**config.mk**
```make
export PLATFORM = sky130hd
export DESIGN_NAME = fp32_multiplier
export DESIGN_NICKNAME = d
export VERILOG_FILES = /design/src/rtl/fp32_multiplier.sv
export SDC_FILE = /design/constraint.sdc
export NUM_CORES = 2
export LEC_CHECK = 0
export ABC_CLOCK_PERIOD_IN_PS = 8750
export CORE_MARGIN = 2
export CORE_UTILIZATION = 45
export CTS_CLUSTER_DIAMETER = 200
export DETAILED_ROUTE_END_ITERATION = 10
export GPL_TIMING_DRIVEN = 0
export PLACE_DENSITY = 0.6
export SYNTH_ARGS = -nofsm -noshare
export SYNTH_HDL_FRONTEND = slang
export SYNTH_SLANG_ARGS = --single-unit
```
**constraint.sdc**
```tcl
create_clock -name clk -period 8.75 [get_ports clk]
set_input_delay 1.75 -clock clk [delete_from_list [all_inputs] [get_ports clk]]
set_output_delay 1.75 -clock clk [all_outputs]
set_load 0.05 [all_outputs]
```
**src/rtl/fp32_multiplier.sv**
```systemverilog
// fp32_multiplier: pipelined IEEE-754 binary32 multiplier, RNE, flush-to-zero.
// Ports: clk, rst_n (sync, active-low), in_valid/a/b in, out_valid/result out.
// Optional: define FP32_MUL_FLAGS_EN to add flags[3:0] = {invalid, overflow,
// underflow, inexact}, registered alongside result.
module fp32_multiplier (
    input  logic        clk,
    input  logic        rst_n,
    input  logic        in_valid,
    input  logic [31:0] a,
    input  logic [31:0] b,
    output logic        out_valid,
`ifdef FP32_MUL_FLAGS_EN
    output logic [3:0]  flags,
`endif
    output logic [31:0] result
);

    // ---------------- stage 1: unpack, classify, multiply ----------------
    logic        w_a_ez, w_b_ez, w_a_emax, w_b_emax;
    logic        w_a_mnz, w_b_mnz;
    logic        w_a_inf, w_b_inf, w_a_nan, w_b_nan;
    logic [47:0] w_prod;

    assign w_a_ez   = (a[30:23] == 8'd0);
    assign w_b_ez   = (b[30:23] == 8'd0);
    assign w_a_emax = &a[30:23];
    assign w_b_emax = &b[30:23];
    assign w_a_mnz  = |a[22:0];
    assign w_b_mnz  = |b[22:0];
    assign w_a_inf  = w_a_emax & ~w_a_mnz;
    assign w_b_inf  = w_b_emax & ~w_b_mnz;
    assign w_a_nan  = w_a_emax & w_a_mnz;
    assign w_b_nan  = w_b_emax & w_b_mnz;
    assign w_prod   = 48'({1'b1, a[22:0]}) * 48'({1'b1, b[22:0]});

    logic              r_s1_valid;
    logic              r_s1_sign;
    logic signed [9:0] r_s1_exp;
    logic [47:0]       r_s1_prod;
    logic              r_s1_qnan;  // NaN input or inf x zero
    logic              r_s1_inf;
    logic              r_s1_zero;  // zero or subnormal operand
`ifdef FP32_MUL_FLAGS_EN
    logic              r_s1_sub_uf; // subnormal flushed against nonzero
`endif

    always_ff @(posedge clk) begin
        if (in_valid) begin
            r_s1_sign <= a[31] ^ b[31];
            r_s1_exp  <= {2'b00, a[30:23]} + {2'b00, b[30:23]} - 10'd127;
            r_s1_prod <= w_prod;
            r_s1_qnan <= w_a_nan | w_b_nan
                       | (w_a_inf & w_b_ez) | (w_b_inf & w_a_ez);
            r_s1_inf  <= w_a_inf | w_b_inf;
            r_s1_zero <= w_a_ez | w_b_ez;
`ifdef FP32_MUL_FLAGS_EN
            r_s1_sub_uf <= (w_a_ez & w_a_mnz & ~(w_b_ez & ~w_b_mnz))
                         | (w_b_ez & w_b_mnz & ~(w_a_ez & ~w_a_mnz));
`endif
        end
    end

    // ---------------- stage 2: normalize, round, pack ----------------
    logic [22:0]        w_mant;
    logic               w_g, w_r, w_st, w_up;
    logic [23:0]        w_mrnd;
    logic signed [10:0] w_exp_n, w_exp_r;
    logic               w_fin, w_ovf, w_unf;
    logic [31:0]        w_res;

    always_comb begin
        w_mant  = r_s1_prod[45:23];
        w_g     = r_s1_prod[22];
        w_r     = r_s1_prod[21];
        w_st    = |r_s1_prod[20:0];
        if (r_s1_prod[47]) begin
            w_mant = r_s1_prod[46:24];
            w_g    = r_s1_prod[23];
            w_r    = r_s1_prod[22];
            w_st   = |r_s1_prod[21:0];
        end
    end

    assign w_exp_n = {r_s1_exp[9], r_s1_exp} + {10'd0, r_s1_prod[47]};
    assign w_up    = w_g & (w_r | w_st | w_mant[0]);
    assign w_mrnd  = {1'b0, w_mant} + {23'd0, w_up};
    // All-ones mantissa rounding up carries into the exponent; the
    // mantissa field is already zero in that case.
    assign w_exp_r = w_exp_n + {10'd0, w_mrnd[23]};

    assign w_fin = ~r_s1_qnan & ~r_s1_inf & ~r_s1_zero;
    assign w_ovf = w_fin & (w_exp_r >= 11'sd255);
    assign w_unf = w_fin & (w_exp_r <= 11'sd0);

    always_comb begin
        w_res = {r_s1_sign, w_exp_r[7:0], w_mrnd[22:0]};
        if (r_s1_qnan)
            w_res = 32'h7FC0_0000;
        else if (r_s1_inf || w_ovf)
            w_res = {r_s1_sign, 8'hFF, 23'd0};
        else if (r_s1_zero || w_unf)
            w_res = {r_s1_sign, 31'd0};
    end

`ifdef FP32_MUL_FLAGS_EN
    logic [3:0] w_flg;
    logic       w_uf_all;
    assign w_uf_all = w_unf
                    | (~r_s1_qnan & ~r_s1_inf & r_s1_zero & r_s1_sub_uf);
    assign w_flg = {r_s1_qnan, w_ovf, w_uf_all,
                    w_ovf | w_uf_all
                    | (w_fin & ~w_ovf & ~w_unf & (w_g | w_r | w_st))};
    logic [3:0] r_s2_flg;
`endif

    logic        r_s2_valid;
    logic [31:0] r_s2_res;

    always_ff @(posedge clk) begin
        if (r_s1_valid) begin
            r_s2_res <= w_res;
`ifdef FP32_MUL_FLAGS_EN
            r_s2_flg <= w_flg;
`endif
        end
    end

    // ---------------- valid chain and output register ----------------
    always_ff @(posedge clk) begin
        if (!rst_n) begin
            r_s1_valid <= 1'b0;
            r_s2_valid <= 1'b0;
            out_valid  <= 1'b0;
            result     <= 32'h0000_0000;
`ifdef FP32_MUL_FLAGS_EN
            flags      <= 4'd0;
`endif
        end else begin
            r_s1_valid <= in_valid;
            r_s2_valid <= r_s1_valid;
            out_valid  <= r_s2_valid;
            if (r_s2_valid) begin
                result <= r_s2_res;
`ifdef FP32_MUL_FLAGS_EN
                flags  <= r_s2_flg;
`endif
            end
        end
    end

endmodule

```
==> key figures <==
Timing
  • Final WS setup: 0.119 ns
  • Final hold vios: 0
  • Worst Skew: 0.0110 ns
  • Max Clk Rate: roughly 0.12 GHz
  • Worst slew pin tran: approximately 0.74 ns
  • Final setup violation count: 0
  • Min Clock Period, post-route: around 8.6 ns
  • Final setup TNS: 0 ns
  • Crit share post-route: 0.986
  • Slew HR: 0.504
  • Pins Over Slew Limit: 0
  • Worst hold margin: ~0.5 ns

Synth
  • Most used DFF post-synth: edfxtp_1
  • Synth Cell Area: ~25,000 um2
  • Simple-gate area share of the yosys netlist: 0.160
  • Part of the Yosys area used for sequential elements: 0.143
  • Synthesized flop and latch total: about 130
  • Post-Synth XOR/XNOR Area: 0.0309
  • Avg Synthesized Cell Area: 9.41 um2
  • Mapped Cells: 2,621
  • Warnings from Yosys: 0
  • Post-synthesis adder-cell area fraction: 0.490
  • Asr flop ratio synth: 0
  • Synth Net Count: ~3,400
  • Mux contribution to synthesized area: 0.0172
  • Compound-Gate Fraction of Synth Area: 0.0518
  • EDFF count, synth: 94
  • Largest family of logic cells by synthesized area: adder cells
  • Synth unique cells: 58

Detailed routing
  • DRT Wirelength: 75,100 um
  • First-pass detailed-route iteration total: 6
  • Met2 wire len: approximately 34,000 um
  • DR vias/cell: 5.27
  • Detail Route Antenna Nets: 0
  • Detailed-route wire length per cell: between 20 and 25 um
  • Drt drc: 0
  • Initial DRC Count: between 1,000 and 1,500
  • Metal-1 WL: between 30,000 and 40,000 um
  • Met3 wire length: around 6200 um
  • DR top layer: met4
  • DR vias: 18,200

Clocking
  • # hold bufs at CTS: 0
  • Clock Path Buffers: 2
  • H-Tree Depth: 4
  • Clock Pin Slew Worst Setup and Hold Paths: about 0.060 ns
  • Worst-Skew Late Latency: ~0.42 ns
  • TritonCTS buffer count: 17
  • CTS tree: yes
  • Clk sinks: between 100 and 150
  • CTS root buf: clkbuf_16

Floorplanning
  • Die W: between 200 and 250 um
  • Total core area: 54,000 um2
  • Die height: ~240 um
  • I/O Pins: 100
  • Die area: between 50,000 and 60,000 um2
  • # rows: 85
  • Initial Util: 0.456

Setup path
  • WS Path Type: input port to register
  • Largest fanout on the critical path: 10
  • Worst path arrival time: between 8 and 9 ns
  • Startpoint Class: input port
  • Critical path endpoint category: register
  • Crit path required time: 8.92 ns

Min path
  • Worst hold-check path type: register to register

GRT
  • GRT Overall Usage: 0.274
  • Largest net degree at the start of global routing: 47
  • Initial antenna violation count: 2
  • GRT overflow: 0
  • Vias in the first global route: 19,700
  • First-pass GRT wire length: 116,000 um

Layout
  • Commonest non-fill, non-tap cells in the layout: inv_1, fa_1, nand2_1
  • Finished layout cell area: approximately 27,000 um2
  • Layout area overhead: 11.5%
  • Antenna cell count: 0
  • Share of cells above drive strength 1: 0.0692
  • Commonest non-fill, non-tap cell in the layout: inv_1
  • NumNets Final: 3,489
  • Filler cell count: 5,047

Placed design
  • Post-Place Cell Area: between 20,000 and 30,000 um2
  • IO Port Bufs: 98
  • Worst slack, placed: -1.70 ns
  • RD Place Congestion: between 1 and 1.5
  • Post-DP HPWL: ~63,000 um

Job
  • # Max-Cap Violations: 0

Outcome
  • Status: finished clean
==> cell type report <==
class	instances	area (um2)	share of cell area
well taps	696	871	0.0317
clock buffers	19	433	0.0157
plain buffers	111	728	0.0265
inverters	594	2250	0.0817
flip-flops and latches	129	3520	0.128
multi-input cells	1785	18600	0.676
repair buffers	109	977	0.0355
clock inverters	13	125	0.00455
==> Yosys cell counts, types with 4 or more instances <==
| library cell | count | area, um2 |
|---|---|---|
| nand3_1 | 24 | 120 |
| xnor2_1 | 53 | 464 |
| nand4_1 | 17 | 106 |
| o211ai_1 | 4 | 30.0 |
| and2_1 | 255 | 1600 |
| a211oi_1 | 18 | 135 |
| nor3_1 | 11 | 55.1 |
| nor2b_1 | 47 | 294 |
| ha_1 | 191 | 2390 |
| a21oi_1 | 64 | 320 |
| o21a_1 | 9 | 67.6 |
| or4_1 | 5 | 37.5 |
| buf_1 | 6 | 22.5 |
| nor2_1 | 79 | 297 |
| inv_1 | 591 | 2220 |
| nor4_1 | 19 | 119 |
| and3_1 | 12 | 75.1 |
| a21o_1 | 21 | 158 |
| xor2_1 | 34 | 298 |
| edfxtp_1 | 94 | 2820 |
| fa_1 | 484 | 9690 |
| o21ai_0 | 30 | 150 |
| a31oi_1 | 8 | 50.1 |
| mux2i_1 | 39 | 390 |
| o21bai_1 | 9 | 67.6 |
| dfxtp_1 | 35 | 701 |
| o21ai_1 | 5 | 25.0 |
| clkbuf_1 | 106 | 398 |
| nand2_1 | 302 | 1130 |
==> cell families after synthesis <==
kind of cell | count (synthesis)
buffers and inverters | 707
AO/OA/AOI/OAI | 196
adder cells (fa/ha/maj) | 675
multiplexers | 42
flip-flops | 129
XOR/XNOR | 87
AND/OR/NAND/NOR | 785
==> routing by layer <==
metal  global-route usage  up-vias
met4                0.116        0
li1                     -     8204
met3               0.0576      130
met2                0.440      758
met1                0.363     9134
met5                    0        -
==> timing repair <==
action,CTS,global route
pin swaps,2,4
setup buffers,7,3
setup endpoints to repair,26,14
resized for setup,184,205
==> sequential cells by signal, summed over array words and instances (netlist names) <==
name and flops:
result 32, out_valid 1, r_s1_exp 10, r_s1_zero 1, r_s1_prod 48, r_s2_res 32, r_s2_valid 1, r_s1_qnan 1
r_s1_inf 1, r_s1_valid 1, r_s1_sign 1
==> per-stage QoR <==
step / cells / utilization
after floorplan: 2621 / -
after global placement: 3415 / 0.491
after detailed placement: 3416 / 0.491
after CTS: 3453 / 0.507
after global routing: 3456 / 0.509
final: 3456 / 0.509
==> critical path: stages <==
cell	delay, ns
clkbuf_4	0.27
buf_2	0.34
and2_1	0.21
fa_1	0.41
fa_1	0.53
inv_1	0.06
fa_1	0.47
inv_1	0.05
fa_1	0.49
inv_1	0.06
fa_1	0.53
inv_1	0.05
fa_1	0.48
inv_1	0.05
fa_1	0.53
inv_1	0.07
ha_2	0.38
nand4_1	0.14
nor2_1	0.14
a211oi_1	0.06
o31a_1	0.17
or4_4	0.46
o21a_4	0.24
o41ai_4	0.49
a311oi_2	0.17
xnor2_1	0.17
==> final timing paths <==
| kind | from | endpoint | slack [ns] | cells past startpoint |
|---|---|---|---|---|
| max | a[10] | r_s1_prod[40]$_DFFE_PP_ | 0.12 | 26 |
| max reg2reg | r_s1_prod[47]$_DFFE_PP_ | r_s2_res[16]$_SDFFCE_PP0P_ | 1.58 | 25 |
| min reg2reg | r_s2_res[7]$_SDFFCE_PP0P_ | result[7]$_SDFFE_PN0P_ | 0.50 | 2 |
| min | r_s2_res[7]$_SDFFCE_PP0P_ | result[7]$_SDFFE_PN0P_ | 0.50 | 2 |
Power is not shown: default switching activity piles up to over one toggle a cycle in this logic, so the estimate is an artifact.
